$ cat src/rtl/multicycle_controller.sv
// Main control FSM for a multicycle RISC-V datapath: sequences fetch, decode,
// memory access, execute and writeback, and flags unsupported opcodes.
module multicycle_controller (
    input  logic       clk,
    input  logic       rst,
    input  logic [6:0] op,
    input  logic [2:0] funct3,
    input  logic [6:0] funct7,
    input  logic       Zero,
    input  logic       mem_ready,
    output logic       PCWrite,
    output logic       AdrSrc,
    output logic       IRWrite,
    output logic       MemWrite,
    output logic       RegWrite,
    output logic       instr_done,
    output logic       illegal_op,
    output logic [1:0] ResultSrc,
    output logic [1:0] ALUSrcA,
    output logic [1:0] ALUSrcB,
    output logic [1:0] ImmSrc,
    output logic [2:0] ALUControl,
    output logic [3:0] state
);

    // state     | meaning
    // ----------+------------------------------------------------
    // FETCH     | read instruction, PC += 4 once memory is ready
    // DECODE    | register read, PC + imm computed for branches
    // MEMADR    | effective address for load/store
    // MEMREAD   | load data read, waits on mem_ready
    // MEMWB     | load data written to register file
    // MEMWRITE  | store in progress, waits on mem_ready
    // EXECUTER  | R-type ALU operation
    // ALUWB     | ALU result written to register file
    // EXECUTEI  | I-type ALU operation
    // JAL       | jump target into PC, return address via ALU
    // BEQ       | compare, branch if Zero
    typedef enum logic [3:0] {
        S_FETCH    = 4'd0,
        S_DECODE   = 4'd1,
        S_MEMADR   = 4'd2,
        S_MEMREAD  = 4'd3,
        S_MEMWB    = 4'd4,
        S_MEMWRITE = 4'd5,
        S_EXECUTER = 4'd6,
        S_ALUWB    = 4'd7,
        S_EXECUTEI = 4'd8,
        S_JAL      = 4'd9,
        S_BEQ      = 4'd10
    } state_t;

    localparam logic [6:0] OP_LW   = 7'b0000011;
    localparam logic [6:0] OP_SW   = 7'b0100011;
    localparam logic [6:0] OP_RTYP = 7'b0110011;
    localparam logic [6:0] OP_ITYP = 7'b0010011;
    localparam logic [6:0] OP_JAL  = 7'b1101111;
    localparam logic [6:0] OP_BEQ  = 7'b1100011;

    state_t     r_state;
    logic       r_illegal;
    logic       r_instr_done;

    state_t     w_next;
    logic       w_retire;
    logic       w_illegal;
    logic [1:0] w_alu_op;
    logic       w_pc_write;
    logic       w_ir_write;
    logic       w_mem_write;
    logic       w_reg_write;
    logic       w_unused_funct7;

    assign w_unused_funct7 = ^{funct7[6], funct7[4:0]};

    always_ff @(posedge clk or negedge rst) begin
        if (!rst) begin
            r_state      <= S_FETCH;
            r_illegal    <= 1'b0;
            r_instr_done <= 1'b0;
        end else begin
            r_state      <= w_next;
            r_instr_done <= w_retire;
            if (w_illegal)
                r_illegal <= 1'b1;
        end
    end

    always_comb begin
        w_next      = S_FETCH;
        w_retire    = 1'b0;
        w_illegal   = 1'b0;
        w_alu_op    = 2'b00;
        w_pc_write  = 1'b0;
        w_ir_write  = 1'b0;
        w_mem_write = 1'b0;
        w_reg_write = 1'b0;
        AdrSrc      = 1'b0;
        ResultSrc   = 2'b00;
        ALUSrcA     = 2'b00;
        ALUSrcB     = 2'b00;
        case (r_state)
            S_FETCH: begin
                ALUSrcB    = 2'b10;
                ResultSrc  = 2'b10;
                w_ir_write = mem_ready;
                w_pc_write = mem_ready;
                w_next     = mem_ready ? S_DECODE : S_FETCH;
            end
            S_DECODE: begin
                ALUSrcA = 2'b01;
                ALUSrcB = 2'b01;
                case (op)
                    OP_LW, OP_SW: w_next = S_MEMADR;
                    OP_RTYP:      w_next = S_EXECUTER;
                    OP_ITYP:      w_next = S_EXECUTEI;
                    OP_JAL:       w_next = S_JAL;
                    OP_BEQ:       w_next = S_BEQ;
                    default: begin
                        w_next    = S_FETCH;
                        w_illegal = 1'b1;
                        w_retire  = 1'b1;
                    end
                endcase
            end
            S_MEMADR: begin
                ALUSrcA = 2'b10;
                ALUSrcB = 2'b01;
                w_next  = (op == OP_LW) ? S_MEMREAD : S_MEMWRITE;
            end
            S_MEMREAD: begin
                AdrSrc = 1'b1;
                w_next = mem_ready ? S_MEMWB : S_MEMREAD;
            end
            S_MEMWB: begin
                ResultSrc   = 2'b01;
                w_reg_write = 1'b1;
                w_retire    = 1'b1;
            end
            S_MEMWRITE: begin
                // strobe stays up through the whole stall; retire only on ready
                AdrSrc      = 1'b1;
                w_mem_write = 1'b1;
                w_retire    = mem_ready;
                w_next      = mem_ready ? S_FETCH : S_MEMWRITE;
            end
            S_EXECUTER: begin
                ALUSrcA  = 2'b10;
                w_alu_op = 2'b10;
                w_next   = S_ALUWB;
            end
            S_EXECUTEI: begin
                ALUSrcA  = 2'b10;
                ALUSrcB  = 2'b01;
                w_alu_op = 2'b10;
                w_next   = S_ALUWB;
            end
            S_ALUWB: begin
                w_reg_write = 1'b1;
                w_retire    = 1'b1;
            end
            S_JAL: begin
                ALUSrcA    = 2'b01;
                ALUSrcB    = 2'b10;
                w_pc_write = 1'b1;
                w_next     = S_ALUWB;
            end
            S_BEQ: begin
                ALUSrcA    = 2'b10;
                w_alu_op   = 2'b01;
                w_pc_write = Zero;
                w_retire   = 1'b1;
            end
            default: w_next = S_FETCH;
        endcase
    end

    always_comb begin
        ALUControl = 3'b000;
        case (w_alu_op)
            2'b01: ALUControl = 3'b001;
            2'b10: begin
                case (funct3)
                    3'b000:  ALUControl = ({op[5], funct7[5]} == 2'b11) ? 3'b001 : 3'b000;
                    3'b010:  ALUControl = 3'b101;
                    3'b110:  ALUControl = 3'b011;
                    3'b111:  ALUControl = 3'b010;
                    default: ALUControl = 3'b000;
                endcase
            end
            default: ALUControl = 3'b000;
        endcase
    end

    always_comb begin
        case (op)
            OP_SW:   ImmSrc = 2'b01;
            OP_BEQ:  ImmSrc = 2'b10;
            OP_JAL:  ImmSrc = 2'b11;
            default: ImmSrc = 2'b00;
        endcase
    end

    // gate strobes with reset so FETCH's mem_ready-driven writes stay quiet
    assign PCWrite    = w_pc_write  & rst;
    assign IRWrite    = w_ir_write  & rst;
    assign MemWrite   = w_mem_write & rst;
    assign RegWrite   = w_reg_write & rst;
    assign instr_done = r_instr_done;
    assign illegal_op = r_illegal;
    assign state      = r_state;

endmodule

$ cat config.mk
export PLATFORM = sky130hd
export DESIGN_NAME = multicycle_controller
export DESIGN_NICKNAME = d
export VERILOG_FILES = /design/src/rtl/multicycle_controller.sv
export SDC_FILE = /design/constraint.sdc
export NUM_CORES = 1
export LEC_CHECK = 0
export BUFFER_PORTS_ARGS = -buffer_cell sky130_fd_sc_hd__buf_4
export CORE_ASPECT_RATIO = 1.25
export CORE_MARGIN = 2
export CORE_UTILIZATION = 41
export CTS_CLUSTER_DIAMETER = 40
export DETAILED_ROUTE_END_ITERATION = 12
export GPL_TIMING_DRIVEN = 0
export PLACE_DENSITY_LB_ADDON = 0.25
export SKIP_LAST_GASP = 1
export SYNTH_ARGS = -nofsm -noshare
export SYNTH_HDL_FRONTEND = slang
export SYNTH_SLANG_ARGS = --single-unit
$ cat constraint.sdc
create_clock -name clk -period 1.95 [get_ports clk]
set_input_delay 0.2925 -clock clk [delete_from_list [all_inputs] [get_ports clk]]
set_output_delay 0.2925 -clock clk [all_outputs]
set_load 0.01 [all_outputs]
# --- Word-level counts from Yosys, hierarchy flattened ---
# Cells that the tools add are included.
totals:
  regBits: 6
  latch_bits: 0
  ramBits: 0
  mem_bits_ro: 0
  wordCells: 64
  memories: 0
op_classes:
  add_sub_neg: 0
  mul: 0
  n_div: 0
  magnitude_cmp: 0
  n_eq_ne: 22
  shift: 0
  n_mux: 22
  n_bitwise: 4
  reduce_logical: 13
op_table:
  columns: ["op", "count"]
  rows:
  - ["$pmux W4 S6", 1]
  - ["$pmux W4 S5", 1]
  - ["$eq A4 B3 Y1 const B", 4]
  - ["$pmux W2 S2", 4]
  - ["$eq A7 B6 Y1 const B", 2]
  - ["$eq A7 B7 Y1 const B", 2]
  - ["$eq A4 B4 Y1 const B", 3]
  - ["$pmux W3 S4", 1]
  - ["$reduce_or A2 Y1", 6]
  - ["$mux W3", 3]
  - ["$reduce_or A3 Y1", 3]
  - ["$eq A4 B2 Y1 const B", 2]
  - ["$mux W1", 8]
  - ["$eq A7 B2 Y1 const B", 1]
  - ["$eq A7 B5 Y1 const B", 1]
  - ["$eq A3 B3 Y1 const B", 2]
  - ["$pmux W1 S3", 2]
  - ["$pmux W2 S3", 1]
  - ["$pmux W3 S2", 1]
  - ["$reduce_or A6 Y1", 1]
  - ["$and A1 B1 Y1", 4]
  - ["$eq A2 B2 Y1 const B", 2]
  - ["$eq A4 B1 Y1 const B", 1]
  - ["$logic_not A4 Y1", 1]
  - ["4 further kinds", 4]

# --- Longest topological paths before layout ---
# Gate-level depths: netlist of the first run.
depth:
  depth_word: 5
  mapped_depth: 8
  depth_no_buf: 7

# --- Worst setup path before layout of the first run ---
# No wires, ideal clock.
synth_timing:
  path_type: "register to output"
  start: "reg r_state[2] (netlist: state[2])"
  end: "out ALUControl[2]"
  arrival_time_ns: 1.735
  slack_ns: -0.077
  stages_incl_launch_ff: 8
  n_path_buf: 2
  cell_sequence: "dfrtp_1 -> clkbuf_2 -> buf_6 -> nor2_1 -> and2_1 -> inv_1 -> ha_1 -> nor4_1"
synth_between:
  elab_chain_cells: 5
synth_rtl:
  columns: ["item", "line", "rtl"]
  rows:
  - ["from (decl)", "60", "state_t r_state;"]
  - ["from (signal assigned)", "82", "r_state <= w_next;"]
  - ["$eq A4 B4 Y1 or $eq A4 B3 Y1 (tied branches)", "102", "case (r_state)"]
  - ["$reduce_or A2 Y1 (no source line)", null, null]
  - ["$pmux W2 S2 *", "102", null]
  - ["$eq A2 B2 Y1 or $eq A2 B1 Y1 (tied branches)", "180", "case (w_alu_op)"]
  - ["$pmux W3 S2 *", "180", null]
  - ["to (decl)", "22", "output logic [2:0] ALUControl,"]
# Mark *: on every way between the ends. The rest lies on a longest branch, timed or not.

# --- Final worst setup path of the first run ---
layout_timing:
  start: "reg r_state[1] (netlist: state[1])"
  end: "out ALUControl[2]"
# Same word-level chain as after synthesis.

==> results of run 1 <==
[worst max-delay path: cells and delay by family (launching register included)]
family / cells / cell delay, ns
muxes: 1 / 0.29
DFF: 1 / 0.45
adders and majority gates: 1 / 0.22
buffers and inverters: 1 / 0.16
and+or+nand+nor: 3 / 0.50
[timing repair]
item,4_1_cts,5_1_grt
buffers inserted,10,4
resized for setup,20,15
hold buffers,1,0
endpoints found under the hold margin,6,0
pin swaps,4,5
cloned,0,0
setup endpoints to repair,4,8
[placed cells by master, fill, tap and decap left out, types with 2 or more instances in the layout]
cell and count:
a21oi_1 5, a311oi_1 2, buf_4 45, buf_6 5
clkbuf_4 3, clkbuf_8 2, dfrtp_1 3, dfrtp_2 3
ha_4 2, inv_1 3, inv_2 2, nand2_1 6
nand2b_1 4, nand2b_4 3, nand3_1 2, nor2_1 12
nor2_4 4, nor2b_1 3, nor3_1 5, nor3b_1 2
nor4b_1 2, o21ai_0 7, or2_4 2
[metrics by stage]
step           power, mW  worst slack [ns]  hold WS, ns   util  setup TNS [ns]
2_1_floorplan      0.572            0.0160     -0.00309      -               0
3_3_place_gp       0.834            -0.105        0.115  0.603          -0.105
3_5_place_dp       0.845            -0.136        0.117  0.603          -0.139
4_1_cts             1.00            -0.169        0.374  0.709          -0.665
5_1_grt             1.15            -0.248        0.394  0.749           -1.06
6_report            1.08            -0.193        0.390  0.749          -0.695
[synth_stat cells, drive strengths merged (3+ instances only)]
cell type	number	share of area
a21oi	5	0.032
buf	3	0.033
clkbuf	4	0.059
dfrtp	6	0.19
inv	6	0.029
nand2	7	0.033
nand2b	7	0.065
nor2	17	0.081
nor2b	3	0.024
nor3	5	0.032
o21ai	7	0.045
or2	3	0.027
[logic make-up (layout without fill, tap and decap cells)]
| family | Yosys count | after routing |
|---|---|---|
| fa+ha+maj | 2 | 2 |
| mux | 1 | 1 |
| flops | 6 | 6 |
| simple gates | 57 | 57 |
| compound gates | 26 | 26 |
| xor+xnor | 1 | 1 |
| buf+inv | 13 | 63 |
[metal layers]
metal,up-vias,track usage,wire length [um]
met5,-,0,0
met4,0,0.0556,36
met3,4,0.0478,186
met2,58,0.425,1480
met1,499,0.318,1100
li1,482,-,-
[sequential cells by signal, summed over array words and instances (netlist names)]
name and flops:
illegal_op 1, instr_done 1, state 4
[cell type report]
cell class / instances / area share
multi-input combinational: 87 / 0.493
timing repair buffer: 49 / 0.294
sequential: 6 / 0.115
buffer: 5 / 0.0430
inverter: 6 / 0.0196
tap: 19 / 0.0178
clock buffer: 3 / 0.0168
[power groups by stage]
stage / sequential (mW) / clock [mW] / combinational, mW
after floorplan: 0.191 / 0 / 0.382
after global routing: 0.210 / 0.137 / 0.807
after detailed placement: 0.179 / 0 / 0.666
final: 0.203 / 0.121 / 0.760
after global placement: 0.177 / 0 / 0.656
after CTS: 0.197 / 0.126 / 0.682
[worst max-delay path by stage]
stage              from            end  cells after the start
2_1_floorplan  state[2]  ALUControl[2]                      7
3_3_place_gp   state[1]  ALUControl[2]                      7
3_5_place_dp   state[1]  ALUControl[2]                      7
4_1_cts        state[1]  ALUControl[2]                      6
5_1_grt        state[2]  ALUControl[2]                      7
6_report       state[1]  ALUControl[2]                      6
==> flow_summary.yaml, run 1 <==
outcome:
  outcome: "complete, but fails checks"
  violations: "negative setup slack"
cts:
  cts_tree: "built"
  clkTransAtPathRegs_ns: 0.05
  clkLatencyLatePin_ns: 0.25
  numCtsBuffers: 3
  clock_sinks: 6
  cts_buffer_depth: 2
  clockRootBuffer: "clkbuf_4"
  htree_levels: 1
power:
  p_switching_mw: 0.474
  swShare: 0.437
  combPwrFrac: 0.701
  p_per_area_nw_per_um2: 810
  internal_power_mw: 0.610
  ir_drop_v: 0.000561
  p_leak_nw: 0.579
  clkPwrFrac: 0.112
  seqPwrFrac: 0.187
placed_design:
  post-dp-hpwl_um: 1810
  place_area_sq_um: 1080
  globalplace.congestion: 0.820
  placedCellCount: 160
  portBuffers: 35
critical_path:
  reg2reg_depth: 7
  timing.rr.end: "state[2]"
  critPathSlowestCell: "dfrtp_2"
  critPathMaxStageDelay_ns: 0.45
  cp-end-kind: "primary output"
  cp.arrival_ns: 1.85
  path_max_fanout: 4
  ff2ff_setup_slack_ns: 0.13
  critPathKind: "reg2out"
  required_ns: 1.66
  crit_path_start_kind: "flip-flop"
  crit_chain: "nand2b_4, mux2_4, nor2_4, ha_4, nor4_2, buf_4"
  r2r_start: "state[1]"
final_layout:
  n_antenna_cell: 0
  fin_cells: 175
  area_delta_synth_final_pct: 70.7
  nets: 181
  multi_input_area_sq_um: 661
  design_area_sq_um: 1340
  final.fill_count: 130
  drive_gt1_frac: 0.532
  area.sequential_sq_um: 154
yosys:
  syn_area_per_cell_sq_um: 7.40
  synthDistinctLibCells: 44
  netlist_instances: 106
  synthAdderAreaFrac: 0.0319
  synth_simple_gate_area_frac: 0.402
  syn_nets: 129
  synth-xor-area-share: 0.0112
  synthMuxAreaShare: 0.0144
  yosysSeqAreaShare: 0.191
  synth_top_family_by_area: "simple AND/OR/NAND/NOR gates"
  yosysWarnings: 0
  netlist_area_sq_um: 785
  synthFlopType: "dfrtp_1"
  ys_seq_elements: 6
  synth-compound-area-share: 0.228
  synth_edf_count: 0
  synthArstFlopShare: 1.00
die:
  ios: 43
  die_w_um: 43.1
  die_y_um: 52.9
  dieArea_sq_um: 2280
  core_sq_um: 1790
  num_rows: 17
  start_util: 0.439
route:
  drc: 0
  first_pass_iters: 4
  routedWlPerCell_um: 16.0
  wirelength_um: 2800
  viasPerCell: 5.96
  drtIter0Drc: 38
  vias: 1043
  ant_nets: 0
global_routing:
  grt_pass1_vias: 921
  grt_max_degree: 11
  grt_usage: 0.248
  antenna_found_initial: 0
  grt_overflow: 0
  grt_pass1_wl_um: 4370
sta:
  fin_ws_ns: -0.193
  finalHoldViolations: 0
  rsz0062_at_grt: "yes"
  period_minus_slack_ns: 2.14
  fmax_ghz: 0.467
  drv_slew: 0
  period_share: 1.10
  setup_violations: 6
  worst_pin_slew_ns: 0.275
  finClkSkew_ns: 0.00691
  slew_headroom: 0.814
min_path:
  hold_class: "in2reg"
  min_to: "state[0]"
  hold_depth: 4
  min_from: "mem_ready"
job:
  max_cap_viol_count: 0
Note: power is estimated with default switching activity, not from simulation.
==> run 2: changes to the inputs <==
--- a/config.mk
+++ b/config.mk
@@ -8,11 +8,12 @@
 export BUFFER_PORTS_ARGS = -buffer_cell sky130_fd_sc_hd__buf_4
 export CORE_ASPECT_RATIO = 1.25
 export CORE_MARGIN = 2
-export CORE_UTILIZATION = 41
+export CORE_UTILIZATION = 39
 export CTS_CLUSTER_DIAMETER = 40
 export DETAILED_ROUTE_END_ITERATION = 12
 export GPL_TIMING_DRIVEN = 0
 export PLACE_DENSITY_LB_ADDON = 0.25
+export REMOVE_ABC_BUFFERS = 1
 export SKIP_LAST_GASP = 1
 export SYNTH_ARGS = -nofsm -noshare
 export SYNTH_HDL_FRONTEND = slang
==> constraint.sdc (replaced) <==
create_clock -name clk -period 1.8 [get_ports clk]
set_input_delay 0.27 -clock clk [delete_from_list [all_inputs] [get_ports clk]]
set_output_delay 0.27 -clock clk [all_outputs]
set_load 0.01 [all_outputs]
==> flow_summary.yaml, run 2 (synthesis gave the netlist of run 1 again) <==
final_layout:
  nets: 183
  n_antenna_cell: 0
  mostFrequentLayoutCells: "buf_4 (50), nor2_1 (14), o21ai_0 (7), nand2_1 (6), buf_6 (5)"
  post-route-util: 0.685
  largest_reg_flops: 4
  layout_commonest_cell: "buf_4"
  drive_gt1_frac: 0.532
  area_delta_synth_final_pct: 69.1
critical_path:
  critPathMaxStageDelay_ns: 0.44
  reg2reg_depth: 6
  crit_path_start_kind: "flip-flop"
  cp-end-kind: "primary output"
  critPathSlowestCell: "dfrtp_2"
  required_ns: 1.53
  cp.arrival_ns: 1.85
  crit_chain: "buf_6, nand2b_4, mux2_4, nor2_4, ha_4, nand2_4, nor4_4, buf_4"
  ff2ff_setup_slack_ns: 0.04
  path_max_fanout: 6
  critPathKind: "reg2out"
cts:
  cts_tree: "built"
  numCtsBuffers: 3
  htree_levels: 1
  clkTransAtPathRegs_ns: 0.04
  cts_buffer_depth: 2
  clkLatencyLatePin_ns: 0.24
  clockRootBuffer: "clkbuf_4"
  clock_sinks: 6
power:
  p_leak_nw: 0.586
  combPwrFrac: 0.710
  internal_power_mw: 0.696
  ir_drop_v: 0.000373
  clkPwrFrac: 0.098
  p_switching_mw: 0.520
  swShare: 0.428
  p_per_area_nw_per_um2: 917
  totalPowerFinal_mw: 1.22
  seqPwrFrac: 0.192
placed_design:
  globalplace.congestion: 0.852
  post-dp-hpwl_um: 1660
  pre_cts_slack_ns: -0.571
  portBuffers: 36
job:
  max_cap_viol_count: 0
sta:
  period_minus_slack_ns: 2.12
  slew_headroom: 0.780
  rsz0062_at_grt: "yes"
  period_share: 1.18
  fmax_ghz: 0.472
  drv_slew: 0
  finClkSkew_ns: 0.00280
  finalHoldViolations: 0
  setup_violations: 6
  fin_ws_ns: -0.318
  worst_pin_slew_ns: 0.330
die:
  num_rows: 18
  dieArea_sq_um: 2390
  core_sq_um: 1940
  ios: 43
  die_w_um: 44.1
  start_util: 0.405
  die_y_um: 54.1
min_path:
  hold_class: "in2reg"
  hold_depth: 4
global_routing:
  grt_pass1_vias: 977
  grt_usage: 0.228
  antenna_found_initial: 0
  grt_max_degree: 14
  grt_pass1_wl_um: 4110
  grt_overflow: 0
outcome:
  outcome: "complete, but fails checks"
  violations: "negative setup slack"
route:
  drtIter0Drc: 25
  vias: 1026
  wirelength_um: 2770
  ant_nets: 0
  routedWlPerCell_um: 15.6
  first_pass_iters: 4
  viasPerCell: 5.76
  drc: 0
-- run 2: final cells by class --
type	count	area (sq um)
multi-input combinational	87	659
sequential	6	155
timing repair buffer	56	442
tap	20	25.0
inverter	6	22.5
fill	163	611
clock buffer	3	22.5
-- run 2: critical path: cells and delay by family (launching register included) --
family | cells | cell delay [ns]
simple gates | 4 | 0.46
flops | 1 | 0.44
buf+inv | 2 | 0.29
mux | 1 | 0.28
fa+ha+maj | 1 | 0.16
-- run 2: metrics by stage --
step                hold slack (ns)  instance area (sq um)  cells  TNS, ns
floorplan                   -0.0256                    712     99   -0.504
global placement             0.0865                   1010    155    -1.33
detailed placement           0.0892                   1010    155    -1.43
CTS                           0.357                   1230    172    -1.05
global route                  0.401                   1330    178    -1.35
finish                        0.391                   1330    178   -0.973
-- run 2: layer usage --
metal / GRT usage / vias up / routed length, um
met5: 0 / - / 0
met4: 0.111 / 0 / 78
met3: 0.0302 / 8 / 161
met2: 0.439 / 47 / 1480
met1: 0.239 / 484 / 1050
li1: - / 487 / -
-- run 2: final timing paths --
path,startpoint,endpoint
min,mem_ready,state[0]
max,state[3],ALUControl[2]
max reg2reg,state[1],state[2]
max in group asynchronous,rst,state[1]
min in group asynchronous,rst,instr_done
min reg2reg,illegal_op,illegal_op
-- run 2: timing repair --
item / in CTS / in global routing
pin swaps: 5 / 7
gates resized for setup: 24 / 10
setup buffers: 13 / 6
gates cloned: 0 / 0
endpoints found under the setup margin: 8 / 8
hold endpoints to repair: 6 / 0
hold buffers: 1 / 0
-- run 2: power by group through the flow --
stage	Sequential, mW	Combinational (mW)	Clock [mW]
6_report	0.234	0.863	0.119
5_1_grt	0.238	0.929	0.128
4_1_cts	0.239	0.703	0.123
3_5_place_dp	0.257	0.593	0
3_3_place_gp	0.255	0.576	0
2_1_floorplan	0.249	0.309	0
